`src/rtl/uart_frame_pkg.sv`:
```
// uart_frame_pkg
// Shared definitions for the UART frame receiver:
//   state_t      - frame parser states
//   SOF_DEFAULT  - default start-of-frame byte value
package uart_frame_pkg;

    typedef enum logic [2:0] {
        HUNT,
        LEN,
        PAYLOAD,
        CHK,
        SEND
    } state_t;

    localparam logic [7:0] SOF_DEFAULT = 8'hA5;

endpackage

```
`src/rtl/uart_frame_buf.sv`:
```
// uart_frame_buf
// DEPTH x 8 payload register file: one synchronous write port and one
// asynchronous (combinational) read port. Contents are never reset.
// Ports:
//   clk    in  system clock
//   we     in  write enable
//   waddr  in  write address
//   wdata  in  write data
//   raddr  in  read address
//   rdata  out read data (combinational from raddr)
module uart_frame_buf #(
    parameter int  DEPTH = 16,
    localparam int AW    = (DEPTH > 1) ? $clog2(DEPTH) : 1
) (
    input  logic          clk,
    input  logic          we,
    input  logic [AW-1:0] waddr,
    input  logic [7:0]    wdata,
    input  logic [AW-1:0] raddr,
    output logic [7:0]    rdata
);

    logic [7:0] mem [DEPTH];

    // One write-enable decode per entry.
    for (genvar gi = 0; gi < DEPTH; gi++) begin : g_word
        always_ff @(posedge clk) begin
            if (we && (waddr == AW'(gi))) begin
                mem[gi] <= wdata;
            end
        end
    end

    assign rdata = mem[raddr];

endmodule

```
`src/rtl/uart_frame_rx.sv`:
```
// uart_frame_rx
// Pops bytes from a UART RX FIFO, hunts for SOF, parses LEN / payload /
// XOR checksum, buffers the payload and, only if the checksum matches,
// releases it as a valid/ready byte stream with a last flag.
// Ports:
//   clk        in  system clock
//   rst        in  asynchronous active-low reset
//   rx_empty   in  RX FIFO empty flag
//   r_data     in  RX FIFO head byte
//   rd_uart    out RX FIFO pop strobe (combinational)
//   m_data     out payload byte
//   m_valid    out m_data valid
//   m_ready    in  downstream accepts byte
//   m_last     out final payload byte of the frame
//   frame_len  out length of the frame being output
//   err_len    out one-cycle pulse: LEN byte zero or above MAX_LEN
//   err_chk    out one-cycle pulse: checksum mismatch
//   err_tmo    out one-cycle pulse: inter-byte timeout
module uart_frame_rx
    import uart_frame_pkg::*;
#(
    parameter int         MAX_LEN = 16,
    parameter int         TIMEOUT = 20000,
    parameter logic [7:0] SOF     = SOF_DEFAULT,
    localparam int        LEN_W   = $clog2(MAX_LEN + 1),
    localparam int        TMO_W   = $clog2(TIMEOUT + 1)
) (
    input  logic             clk,
    input  logic             rst,
    input  logic             rx_empty,
    input  logic [7:0]       r_data,
    output logic             rd_uart,
    output logic [7:0]       m_data,
    output logic             m_valid,
    input  logic             m_ready,
    output logic             m_last,
    output logic [LEN_W-1:0] frame_len,
    output logic             err_len,
    output logic             err_chk,
    output logic             err_tmo
);

    localparam int         BUF_AW    = (MAX_LEN > 1) ? $clog2(MAX_LEN) : 1;
    localparam logic [8:0] MAX_LEN_B = 9'(MAX_LEN);

    state_t            state_reg;
    logic [LEN_W-1:0]  len_reg;
    logic [LEN_W-1:0]  idx_reg;
    logic [7:0]        chk_reg;
    logic [TMO_W-1:0]  tmo_reg;
    logic [7:0]        m_data_reg;
    logic              m_valid_reg;
    logic              m_last_reg;
    logic              err_len_reg;
    logic              err_chk_reg;
    logic              err_tmo_reg;

    logic              take;
    logic              tmo_hit;
    logic              len_bad;
    logic [LEN_W-1:0]  idx_plus1;
    logic              buf_we;
    logic [BUF_AW-1:0] buf_waddr;
    logic [BUF_AW-1:0] buf_raddr;
    logic [7:0]        buf_rdata;

    // Reading is suspended during SEND so the FIFO absorbs back-pressure.
    // The reset term keeps the strobe low while reset is held.
    assign rd_uart   = rst & ~rx_empty & (state_reg != SEND);
    assign take      = rd_uart;
    assign idx_plus1 = idx_reg + LEN_W'(1);
    assign tmo_hit   = (tmo_reg == TMO_W'(TIMEOUT));
    assign len_bad   = (r_data == 8'd0) || ({1'b0, r_data} > MAX_LEN_B);

    // In CHK the read port points at entry 0 so the first byte can be
    // registered onto m_data together with m_valid. In SEND it looks one
    // ahead so the next byte is ready at each handshake.
    assign buf_we    = take && (state_reg == PAYLOAD);
    assign buf_waddr = idx_reg[BUF_AW-1:0];
    assign buf_raddr = (state_reg == SEND) ? idx_plus1[BUF_AW-1:0] : '0;

    uart_frame_buf #(
        .DEPTH (MAX_LEN)
    ) u_buf (
        .clk   (clk),
        .we    (buf_we),
        .waddr (buf_waddr),
        .wdata (r_data),
        .raddr (buf_raddr),
        .rdata (buf_rdata)
    );

    always_ff @(posedge clk or negedge rst) begin
        if (!rst) begin
            state_reg   <= HUNT;
            len_reg     <= '0;
            idx_reg     <= '0;
            chk_reg     <= '0;
            tmo_reg     <= '0;
            m_data_reg  <= '0;
            m_valid_reg <= 1'b0;
            m_last_reg  <= 1'b0;
            err_len_reg <= 1'b0;
            err_chk_reg <= 1'b0;
            err_tmo_reg <= 1'b0;
        end else begin
            err_len_reg <= 1'b0;
            err_chk_reg <= 1'b0;
            err_tmo_reg <= 1'b0;

            // Inter-byte timer: cleared by every consumed byte, saturates.
            if (state_reg inside {LEN, PAYLOAD, CHK}) begin
                if (take) begin
                    tmo_reg <= '0;
                end else if (!tmo_hit) begin
                    tmo_reg <= tmo_reg + TMO_W'(1);
                end
            end

            case (state_reg)
                HUNT: begin
                    if (take && (r_data == SOF)) begin
                        state_reg <= LEN;
                        tmo_reg   <= '0;
                    end
                end

                LEN: begin
                    if (take) begin
                        if (len_bad) begin
                            err_len_reg <= 1'b1;
                            state_reg   <= HUNT;
                        end else begin
                            len_reg   <= LEN_W'(r_data);
                            chk_reg   <= r_data;
                            idx_reg   <= '0;
                            state_reg <= PAYLOAD;
                        end
                    end else if (tmo_hit) begin
                        err_tmo_reg <= 1'b1;
                        state_reg   <= HUNT;
                    end
                end

                PAYLOAD: begin
                    if (take) begin
                        chk_reg <= chk_reg ^ r_data;
                        idx_reg <= idx_plus1;
                        if (idx_plus1 == len_reg) begin
                            state_reg <= CHK;
                        end
                    end else if (tmo_hit) begin
                        err_tmo_reg <= 1'b1;
                        state_reg   <= HUNT;
                    end
                end

                CHK: begin
                    if (take) begin
                        if (r_data == chk_reg) begin
                            state_reg   <= SEND;
                            idx_reg     <= '0;
                            m_valid_reg <= 1'b1;
                            m_data_reg  <= buf_rdata;
                            m_last_reg  <= (len_reg == LEN_W'(1));
                        end else begin
                            err_chk_reg <= 1'b1;
                            state_reg   <= HUNT;
                        end
                    end else if (tmo_hit) begin
                        err_tmo_reg <= 1'b1;
                        state_reg   <= HUNT;
                    end
                end

                SEND: begin
                    // m_valid is always high here, so m_ready alone is the handshake.
                    if (m_ready) begin
                        if (m_last_reg) begin
                            m_valid_reg <= 1'b0;
                            m_last_reg  <= 1'b0;
                            idx_reg     <= '0;
                            state_reg   <= HUNT;
                        end else begin
                            idx_reg    <= idx_plus1;
                            m_data_reg <= buf_rdata;
                            m_last_reg <= ((idx_plus1 + LEN_W'(1)) == len_reg);
                        end
                    end
                end

                default: state_reg <= HUNT;
            endcase
        end
    end

    assign m_data    = m_data_reg;
    assign m_valid   = m_valid_reg;
    assign m_last    = m_last_reg;
    assign frame_len = len_reg;
    assign err_len   = err_len_reg;
    assign err_chk   = err_chk_reg;
    assign err_tmo   = err_tmo_reg;

endmodule
```
`config.mk`:
```
export PLATFORM = sky130hd
export DESIGN_NAME = uart_frame_rx
export DESIGN_NICKNAME = d
export VERILOG_FILES = /design/src/rtl/uart_frame_pkg.sv /design/src/rtl/uart_frame_buf.sv /design/src/rtl/uart_frame_rx.sv
export SDC_FILE = /design/constraint.sdc
export NUM_CORES = 1
export LEC_CHECK = 0
export BUFFER_PORTS_ARGS = -buffer_cell sky130_fd_sc_hd__buf_2
export CORE_AREA = 2 2 125 127
export CTS_BUF_LIST = sky130_fd_sc_hd__clkbuf_8
export CTS_CLUSTER_SIZE = 16
export DETAILED_ROUTE_END_ITERATION = 12
export DIE_AREA = 0 0 127 129
export GPL_TIMING_DRIVEN = 0
export PLACE_DENSITY = 0.74
export SLEW_MARGIN = 25
export SYNTH_ARGS = -nofsm -noshare
export SYNTH_HDL_FRONTEND = slang
export SYNTH_SLANG_ARGS = --single-unit
```
`constraint.sdc`:
```
create_clock -name clk -period 2.6 [get_ports clk]
set_clock_uncertainty 0.2 [all_clocks]
set_input_delay 0.52 -clock clk [delete_from_list [all_inputs] [get_ports clk]]
set_output_delay 0.52 -clock clk [all_outputs]
set_load 0.01 [all_outputs]
```
==> results of run 1 <==
[repair_timing]
item | in CTS | in global routing
hold buffers | 2 | 0
setup endpoints to repair | 126 | 95
buffers inserted | 3 | 10
gates resized for setup | 49 | 32
pin swaps | 0 | 4
endpoints found under the hold margin | 49 | 0
[per-stage QoR]
step	power (mW)	hold slack [ns]	area, µm²	util	worst slack (ns)
6_report	8.13	0.252	9380	0.626	0.0374
5_1_grt	8.50	0.254	9380	0.626	-0.0395
4_1_cts	7.93	0.220	9190	0.613	0.00110
3_5_place_dp	5.73	0.273	8530	0.570	-1.18
3_3_place_gp	5.68	0.273	8530	0.569	-1.43
2_1_floorplan	5.05	0.0244	8140	-	0.00716
[power groups by stage]
stage                     Sequential (mW)  Combinational, mW  Clock [mW]
after global routing                 3.42               2.92        2.17
after CTS                            3.38               2.49        2.06
after global placement               3.43               2.25           0
after detailed placement             3.44               2.29           0
after floorplan                      3.40               1.65           0
final                                3.39               2.70        2.04
[worst max-delay path, cell delays in order, from the launching register on]
cell                       delay [ns]
sky130_fd_sc_hd__dfrtp_2         0.47
sky130_fd_sc_hd__or4b_4          0.57
sky130_fd_sc_hd__buf_6           0.18
sky130_fd_sc_hd__buf_8           0.16
sky130_fd_sc_hd__mux2i_1         0.13
sky130_fd_sc_hd__mux4_2          0.46
sky130_fd_sc_hd__nand2b_1        0.19
sky130_fd_sc_hd__a21oi_2         0.13
[placed cells by master, fill, tap and decap left out, types with 8 or more instances in the layout]
cell type / synthesis / routed
sky130_fd_sc_hd__edfxtp_1: 128 / 128
sky130_fd_sc_hd__dfrtp_1: 49 / 46
sky130_fd_sc_hd__nor2_1: 47 / 43
sky130_fd_sc_hd__a21oi_1: 40 / 39
sky130_fd_sc_hd__buf_2: 11 / 36
sky130_fd_sc_hd__nand2_1: 35 / 35
sky130_fd_sc_hd__o21ai_0: 34 / 32
sky130_fd_sc_hd__clkbuf_8: 0 / 20
sky130_fd_sc_hd__nand3_1: 19 / 19
sky130_fd_sc_hd__xnor2_1: 18 / 17
sky130_fd_sc_hd__o22ai_1: 15 / 15
sky130_fd_sc_hd__nand2b_1: 16 / 14
sky130_fd_sc_hd__buf_4: 1 / 14
sky130_fd_sc_hd__mux2_2: 13 / 13
sky130_fd_sc_hd__xor2_1: 13 / 11
sky130_fd_sc_hd__mux2i_1: 10 / 10
sky130_fd_sc_hd__inv_1: 5 / 8
sky130_fd_sc_hd__nor2b_1: 9 / 8
sky130_fd_sc_hd__nand4_1: 8 / 8
sky130_fd_sc_hd__or3_1: 8 / 8
sky130_fd_sc_hd__nor3_1: 11 / 8
sky130_fd_sc_hd__o21ai_1: 6 / 8
sky130_fd_sc_hd__mux4_2: 8 / 8
sky130_fd_sc_hd__o221ai_1: 8 / 8
[final timing paths]
path	start	endpoint	slack, ns
min in group asynchronous	rst	tmo_reg[12]	0.46
max	idx_reg[0]	m_data[5]	0.04
min reg2reg	m_data[0]	m_data[0]	0.29
max in group asynchronous	rst	idx_reg[0]	1.49
min	m_ready	state_reg[2]	0.25
max reg2reg	idx_reg[0]	m_data[5]	0.04
[metal layers]
layer	wire (µm)	global-route usage	vias to the layer above	part of all wire
met1	8140	0.338	2765	0.42
met5	0	0	-	0
met4	420	0.0937	0	0.022
met2	9590	0.400	272	0.49
li1	-	-	2532	-
met3	1380	0.0590	35	0.070
[cell families after synthesis]
group	count (synthesis)	synth area share
XOR/XNOR	32	0.0363
buffers and inverters	44	0.0279
adder cells (fa/ha/maj)	7	0.0108
AND/OR/NAND/NOR	194	0.125
flip-flops	177	0.624
AO/OA/AOI/OAI	148	0.118
multiplexers	34	0.0585
[area by class of cell]
| cell class | instances | area share |
|---|---|---|
| Timing Repair Buffer | 45 | 0.0324 |
| Clock buffer | 19 | 0.0279 |
| Buffer | 33 | 0.0267 |
| Sequential cell | 177 | 0.541 |
| Inverter | 5 | 0.00200 |
| Multi-Input combinational cell | 415 | 0.327 |
| Tap cell | 188 | 0.0251 |
| Clock inverter | 13 | 0.0181 |
==> reports/qor.txt, run 1 <==
=================================================================================
H-tree level count                                                              4
Count of nets after finishing                                                 713
Core Region                                                            0.0150 mm²
Internal cell power                                                       5.41 mW
Clock latency on the worst-skew pair                                      0.46 ns
HPWL after detailed placement                                            12800 µm
Share of power burned in registers                                          0.417
Timing-limited maximum frequency                                          390 MHz
Share of the cycle needed by the critical path after routing                0.986
Data arrival at the endpoint of the critical path                         2.76 ns
Max-cap violations                                                              0
Startpoint Class                                                             flop
Clock slew seen by the registers of the worst setup and hold paths        0.09 ns
Gate count after technology mapping                                           636
Category of the most critical setup path                             flop to flop
Filler Cells Inserted                                                        1131
Post-Synthesis Cell Area                                              0.00813 mm²
Number of hold-slack violations in the final timing report                      0
Drt drc                                                                         0
Setup TNS                                                                    0 ns
Cell count of the worst reg-to-reg path                                         7
DIE WIDTH                                                                  127 µm
Worst hold stages                                                               3
Power Dens Cells                                                       866 mW/mm²
Portion of synthesized cell area occupied by the leading cell type          0.473
Syn. warnings                                                                   0
Effective utilization at floorplan                                          0.543
Placement Rows                                                                 45
Number of standard cells in the layout, taps in and fillers out               895
Final Routed Wirelength                                                  19500 µm
Final setup violating endpoints                                                 0
CTS tree                                                                      yes
Number of iterations in the first detailed-routing pass                         5
Sw Ratio                                                                    0.334
Number of enable flip-flop cells after synthesis                              128
Largest net degree at the start of global routing                              50
Flip-flop count of the largest register after layout                          128
Area of the multi-input gates                                         0.00307 mm²
Vias in the first global route                                               5556
Drt wl/cell                                                               21.8 µm
Critical Path Sink Type                                                      flop
Leading cell type by number of instances after synthesis             sky130_fd_sc_hd__edfxtp_1
Max Root-Sink Buffers                                                           2
Total global routing overflow                                                   0
Biggest area consumer among synthesized cells                        sky130_fd_sc_hd__edfxtp_1
Dominant register cell in the synthesized netlist                    sky130_fd_sc_hd__edfxtp_1
CP required                                                               2.79 ns
Top cells by instance count after synthesis                          sky130_fd_sc_hd__edfxtp_1, sky130_fd_sc_hd__dfrtp_1, sky130_fd_sc_hd__nor2_1
Slew at the pin with the worst max-slew slack                            0.690 ns
Type of the most critical hold path                                  primary input to flop
Post-Synthesis Net Count                                                      655
Clock Sink Count                                                              177
Top post-synthesis cells by area                                     sky130_fd_sc_hd__edfxtp_1, sky130_fd_sc_hd__dfrtp_1, sky130_fd_sc_hd__a21oi_1, sky130_fd_sc_hd__mux4_2, sky130_fd_sc_hd__nor2_1
Layout cell share with drive strength beyond 1                              0.238
Via/cell ratio                                                               6.26
Storage element area                                                  0.00507 mm²
Crit-path max FO                                                               10
Reported net switching power                                              2.72 mW
Time the worst path needs with I/O delays and setup                       2.56 ns
Sequential cell area fraction in the yosys report                           0.624
Initial drt markers                                                           643
Die area                                                               0.0164 mm²
Mean cell area of the mapped netlist                                     12.8 µm²
Layout Area Growth over Synthesis                                           15.4%
Final max-slew violation count                                                  0
Number of antenna violations at the first check in global routing               0
Async set-reset flop share out of synthesis                                 0.277
I/O pins                                                                       31
Ant diodes                                                                      0
Part of the power in the clock network                                      0.251
Die span in y                                                              129 µm
Gpl congestion                                                              0.873
Relative slew margins                                                       0.540
Number of CTS-inserted buffers                                                 17
IR Drop Worst-Case VDD                                                     488 µV
First-pass GRT wire length                                               30800 µm
Netlist cell types                                                             69
Result of the run                                                       completed
Clk root buf                                                         sky130_fd_sc_hd__clkbuf_8
Post-route antenna net violation count                                          0
Static power due to leakage                                               3.48 nW
Flip-flop and latch count after synthesis                                     177
Placed insts                                                                  854
GRT Overall Usage                                                           0.250
Via count                                                                    5604
Combinational fraction of design power                                      0.332
Number of port buffers                                                         30
=================================================================================
Note: power is estimated with default switching activity, not from simulation.
==> inputs of run 2 (changes only) <==
==> constraint.sdc (replaced) <==
create_clock -name clk -period 2.6 [get_ports clk]
set_clock_uncertainty 0.2 [all_clocks]
set_input_delay 0 -clock clk [delete_from_list [all_inputs] [get_ports clk]]
set_output_delay 0 -clock clk [all_outputs]
set_load 0.01 [all_outputs]
==> reports/qor.txt, run 2 (synthesis gave the netlist of run 1 again) <==
========================================================================================
H-tree level count                                                                     4   unchanged
Commonest cells after routing, fill and taps aside                          sky130_fd_sc_hd__edfxtp_1, sky130_fd_sc_hd__dfrtp_1, sky130_fd_sc_hd__nor2_1
Reg2Reg Capture Point                                                          m_data[0]
Unrepaired setup endpoints after global routing                                      yes
Clk root buf                                                                sky130_fd_sc_hd__clkbuf_8
Clock latency on the worst-skew pair                                             0.47 ns   about the same
Worst Path Buf+Inv                                                                     1   -1
Worst slack at placement                                                        -1.15 ns   +0.0318 ns
Crit-path max FO                                                                       9   -1
Final worst setup slack                                                        0.0368 ns   -0.000585 ns
Max Root-Sink Buffers                                                                  2   unchanged
Drt drc                                                                                0   unchanged
Maximum cell stage delay along the critical path                                 0.59 ns   +0.02 ns
Leading cell type in the layout, fill and taps excluded                     sky130_fd_sc_hd__edfxtp_1
Static power due to leakage                                                      3.50 nW   +0.74%
Cell count of the worst reg-to-reg path                                                6   -1
Die span in y                                                                     129 µm   unchanged
Filler Cells Inserted                                                               1098   -2.9%
Number of iterations in the first detailed-routing pass                                5   unchanged
Post-route antenna net violation count                                                 0   unchanged
Crit Reg-Reg Startpoint                                                       idx_reg[0]
Largest net degree at the start of global routing                                     50   unchanged
I/O pins                                                                              31   unchanged
Clock slew seen by the registers of the worst setup and hold paths               0.11 ns   +0.02 ns
Critical path cell sequence                                                 or4b_4, buf_8, mux4_2, nor2b_1, a211oi_2, o21ai_1
Number of port buffers                                                                30   unchanged
Power Dens Cells                                                              860 mW/mm²   -0.68%
Layout Area Growth over Synthesis                                                  16.4%
Clock Sink Count                                                                     177   unchanged
Worst hold stages                                                                      6   +3
Core Region                                                                   0.0150 mm²   unchanged
CP required                                                                      2.75 ns   -0.04 ns
Type of the most critical hold path                                         primary input to flop
Timing-limited maximum frequency                                                 390 MHz   about the same
Share of the cycle needed by the critical path after routing                       0.986   about the same
Number of hold-slack violations in the final timing report                             0   unchanged
Startpoint Class                                                                    flop
Max-cap violations                                                                     0   unchanged
Data arrival at the endpoint of the critical path                                2.71 ns   -0.05 ns
Category of cells accounting for the largest share of critical-path delay   simple AND/OR/NAND/NOR gates
Drt wl/cell                                                                      22.1 µm   +1.3%
Relative slew margins                                                              0.490   -0.0495
Critical path's slowest cell                                                sky130_fd_sc_hd__or4b_4
Worst hold slack after final layout                                             0.142 ns   -0.110 ns
Time the worst path needs with I/O delays and setup                              2.56 ns   +0.000585 ns
Effective utilization at floorplan                                                 0.543   unchanged
Final max-slew violation count                                                         0   unchanged
Ant diodes                                                                             0   unchanged
Layout cell share with drive strength beyond 1                                     0.244   +0.00679
Hold Crit Start                                                                r_data[3]
Count of nets after finishing                                                        722   +1.3%
DIE WIDTH                                                                         127 µm   unchanged
Category of the most critical setup path                                    flop to flop
Final setup violating endpoints                                                        0   unchanged
Flip-flop count of the largest register after layout                                 128   unchanged
CTS tree                                                                             yes
Via count                                                                           5676   +1.3%
Slew at the pin with the worst max-slew slack                                   0.762 ns   +0.0717 ns
Via/cell ratio                                                                      6.28   +0.28%
Total global routing overflow                                                          0   unchanged
Min-Delay Endpoint                                                               err_len
Critical Path Sink Type                                                             flop
Gpl congestion                                                                     0.901   +3.2%
HPWL after detailed placement                                                   12900 µm   +1.1%
IR Drop Worst-Case VDD                                                            398 µV   -18%
Initial drt markers                                                                  740   +15%
Number of CTS-inserted buffers                                                        17   unchanged
First-pass GRT wire length                                                      30500 µm   -0.85%
Result of the run                                                              completed
Final Routed Wirelength                                                         20000 µm   +2.3%
Placement Rows                                                                        45   unchanged
Number of antenna violations at the first check in global routing                      1   +1
Vias in the first global route                                                      5492   -1.2%
Reg2reg setup slack                                                              0.04 ns   about the same
GRT Overall Usage                                                                  0.249   -0.00148
Die area                                                                      0.0164 mm²   unchanged
========================================================================================
[run 2: cell count changes in the layout (fill, tap and decap cells not counted), sizes merged]
cell / change
clkinv: -2
buf: -6
clkinvlp: +1
dlygate4sd3: +14
clkbuf: -1
inv: +5
bufinv: -2
[run 2: final cells by class]
type,count,area (µm²),share of cell area
plain buffers,34,243,0.0257
multi-input cells,415,3070,0.325
flip-flops and latches,177,5070,0.537
clock inverters,15,170,0.0180
repair buffers,53,410,0.0434
clock buffers,17,234,0.0247
inverters,5,18.8,0.00198
well taps,188,235,0.0249
[run 2: how the worst max path moves through the flow]
stage | slack [ns] | cells past startpoint | endpoint | startpoint
after floorplan | 0.007 | 10 | m_data[6] | idx_reg[0]
after global placement | -1.05 | 10 | m_data[2] | idx_reg[0]
after detailed placement | -1.15 | 10 | m_data[2] | idx_reg[0]
after CTS | -0.08 | 7 | m_data[3] | state_reg[0]
after global routing | -0.04 | 7 | idx_reg[3] | r_data[2]
final | 0.04 | 6 | m_data[0] | idx_reg[0]
[run 2: repair_timing]
| item | in CTS | in global routing |
|---|---|---|
| endpoints found under the setup margin | 124 | 145 |
| buffers inserted | 0 | 7 |
| hold buffers | 16 | 0 |
| pin swaps | 0 | 3 |
| gates resized for setup | 40 | 48 |
| endpoints found under the hold margin | 203 | 0 |
[run 2: power by group]
part / internal [mW] / switching [mW] / total, mW
registers: 3.19 / 0.214 / 3.40
clock network: 0.885 / 1.05 / 1.94
logic: 1.19 / 1.61 / 2.80
total: 5.26 / 2.88 / 8.14
[run 2: tightest hold or removal path, delay by kind of cell]
kind	cells	cell delay (ns)
simple gates	3	0.25
xor+xnor	1	0.18
buf+inv	2	0.33
[run 2: routing by layer]
| metal | routed length (µm) | global-route usage |
|---|---|---|
| met1 | 8170 | 0.345 |
| met2 | 9880 | 0.399 |
| met3 | 1610 | 0.0561 |
| met4 | 311 | 0.0750 |
| met5 | 0 | 0 |
[run 2: stage by stage]
stage | util | std cells | instance area [µm²] | power (mW) | setup TNS (ns)
2_1_floorplan | - | 636 | 8130 | 5.05 | 0
5_1_grt | 0.632 | 904 | 9460 | 8.48 | -0.0795
4_1_cts | 0.617 | 899 | 9240 | 7.87 | -0.190
3_5_place_dp | 0.569 | 854 | 8520 | 5.74 | -31.08
3_3_place_gp | 0.569 | 854 | 8520 | 5.68 | -60.74
6_report | 0.632 | 904 | 9460 | 8.14 | 0
==> inputs of run 3 (changes only) <==
- SETUP_SLACK_MARGIN: unset -> 0.05
==> reports/qor.txt, run 3 (synthesis gave the netlist of run 1 again) <==
=================================================================================
Reported net switching power                                              2.86 mW   -0.78%
CP required                                                               2.80 ns   +0.05 ns
Share of power burned in registers                                          0.420   +0.002
Number of port buffers                                                         30   unchanged
H-tree level count                                                              4   unchanged
DIE WIDTH                                                                  127 µm   unchanged
IR Drop Worst-Case VDD                                                     365 µV   -8.3%
Post-DP Area                                                          0.00852 mm²   about the same
Commonest cells after routing, fill and taps aside                   sky130_fd_sc_hd__edfxtp_1, sky130_fd_sc_hd__dfrtp_1, sky130_fd_sc_hd__nor2_1
Slew at the pin with the worst max-slew slack                            0.718 ns   -0.0444 ns
Core Region                                                            0.0150 mm²   unchanged
Setup TNS                                                                    0 ns   unchanged
Worst hold slack after final layout                                      0.125 ns   -0.0164 ns
Largest net degree at the start of global routing                              50   unchanged
Critical Path Sink Type                                                      flop
Final Routed Wirelength                                                  19600 µm   -2.0%
Unrepaired setup endpoints after global routing                               yes
Startpoint Class                                                             flop
Layout cell share with drive strength beyond 1                              0.238   -0.00665
Number of CTS-inserted buffers                                                 17   unchanged
Number of hold-slack violations in the final timing report                      0   unchanged
Post-route standard cell area excluding fillers                       0.00946 mm²   about the same
I/O pins                                                                       31   unchanged
Time the worst path needs with I/O delays and setup                       2.56 ns   -0.00682 ns
Leading cell type in the layout, fill and taps excluded              sky130_fd_sc_hd__edfxtp_1
Placement Rows                                                                 45   unchanged
Clock latency on the worst-skew pair                                      0.47 ns   about the same
Total global routing overflow                                                   0   unchanged
Result of the run                                                       completed
Crit-path max FO                                                               10   +1
Die area                                                               0.0164 mm²   unchanged
Post-route antenna net violation count                                          0   unchanged
Fin util                                                                    0.632   about the same
Final setup violating endpoints                                                 0   unchanged
Relative slew margins                                                       0.520   +0.0297
Number of antenna violations at the first check in global routing               0   -1
Type of the most critical hold path                                  primary input to flop
Final max-slew violation count                                                  0   unchanged
First-pass GRT wire length                                               30500 µm   about the same
Drt drc                                                                         0   unchanged
GRT Overall Usage                                                           0.251   +0.00255
Static power due to leakage                                               3.43 nW   -2.1%
Via/cell ratio                                                               6.22   -0.88%
Max-cap violations                                                              0   unchanged
Flip-flop count of the largest register after layout                          128   unchanged
CTS tree                                                                      yes
Gpl congestion                                                              0.890   -1.3%
Number of iterations in the first detailed-routing pass                         5   unchanged
Share of the cycle needed by the critical path after routing                0.983   -0.00262
Combinational fraction of design power                                      0.348   +0.004
Max Root-Sink Buffers                                                           2   unchanged
Timing-limited maximum frequency                                          391 MHz   +0.27%
Sw Ratio                                                                    0.353   -0.000619
Die span in y                                                              129 µm   unchanged
Initial drt markers                                                           561   -24%
Data arrival at the endpoint of the critical path                         2.75 ns   +0.04 ns
Clock Sink Count                                                              177   unchanged
Via count                                                                    5620   -0.99%
Count of nets after finishing                                                 721   -0.14%
Sum of internal, switching and leakage power                              8.09 mW   -0.60%
HPWL after detailed placement                                            12800 µm   -1.3%
Layout Area Growth over Synthesis                                           16.4%   about the same
Effective utilization at floorplan                                          0.543   unchanged
Power Dens Cells                                                       855 mW/mm²   -0.63%
Internal cell power                                                       5.23 mW   -0.51%
Ant diodes                                                                      0   unchanged
Part of the power in the clock network                                      0.232   -0.006
Clk root buf                                                         sky130_fd_sc_hd__clkbuf_8
Category of the most critical setup path                             flop to flop
Clock slew seen by the registers of the worst setup and hold paths        0.10 ns   about the same
Vias in the first global route                                               5600   +2.0%
Drt wl/cell                                                               21.7 µm   -1.9%
=================================================================================
-- run 3: cell types whose count changed in the layout (fill, tap and decap cells not counted), sizes merged --
cell         change
clkinv           +2
bufinv           -1
dlygate4sd3      +2
inv              -2
buf              -2
-- run 3: path summary, 6_finish.rpt --
| check | slack [ns] | depth (start not counted) | to | from |
|---|---|---|---|---|
| worst min register to register | 0.29 | 2 | m_data[0] | m_data[0] |
| worst max-delay path | 0.04 | 7 | m_data[5] | idx_reg[0] |
| worst min-delay path | 0.13 | 6 | err_len | r_data[1] |
| min in group asynchronous | 0.51 | 4 | tmo_reg[14] | rst |
| max in group asynchronous | 1.44 | 4 | idx_reg[0] | rst |
| worst max register to register | 0.04 | 7 | m_data[5] | idx_reg[0] |
-- run 3: what timing repair did --
action / CTS / global route
gates cloned: 0 / 0
gates resized for setup: 61 / 37
hold buffers: 18 / 0
setup endpoints to repair: 140 / 141
pin swaps: 2 / 5
endpoints found under the hold margin: 204 / 0
buffers inserted: 0 / 2
-- run 3: power by group through the flow --
| stage | registers [mW] | logic [mW] | clock network, mW |
|---|---|---|---|
| floorplan | 3.40 | 1.66 | 0 |
| global placement | 3.43 | 2.26 | 0 |
| detailed placement | 3.44 | 2.32 | 0 |
| CTS | 3.38 | 2.63 | 1.90 |
| global route | 3.42 | 3.04 | 2.01 |
| finish | 3.40 | 2.82 | 1.87 |
-- run 3: area by class of cell --
class | count | area, µm²
Fill cell | 1100 | 5520
Sequential cell | 177 | 5070
Multi-Input combinational cell | 415 | 3060
Timing Repair Buffer | 50 | 380
Buffer | 36 | 299
Clock buffer | 18 | 248
Tap cell | 188 | 235
Clock inverter | 14 | 145
Inverter | 5 | 18.8
-- run 3: per-layer routing --
metal | up-vias | share of wire | global-route usage
met5 | - | 0 | 0
met4 | 0 | 0.018 | 0.0886
met3 | 32 | 0.075 | 0.0545
met2 | 253 | 0.49 | 0.407
met1 | 2783 | 0.41 | 0.340
li1 | 2552 | - | -
-- run 3: stage by stage --
stage | worst slack, ns | instances
after CTS | 0.0292 | 901
after floorplan | 0.125 | 636
after global placement | -0.929 | 854
after detailed placement | -0.804 | 854
after global routing | -0.0340 | 903
final | 0.0437 | 903
-- run 3: worst max-delay path: stages, from the launching register on --
cell                       delay, ns
sky130_fd_sc_hd__dfrtp_2        0.48
sky130_fd_sc_hd__or4b_4         0.58
sky130_fd_sc_hd__buf_8          0.17
sky130_fd_sc_hd__buf_8          0.15
sky130_fd_sc_hd__mux2i_1        0.12
sky130_fd_sc_hd__mux4_2         0.47
sky130_fd_sc_hd__nand2b_1       0.17
sky130_fd_sc_hd__a21oi_1        0.13
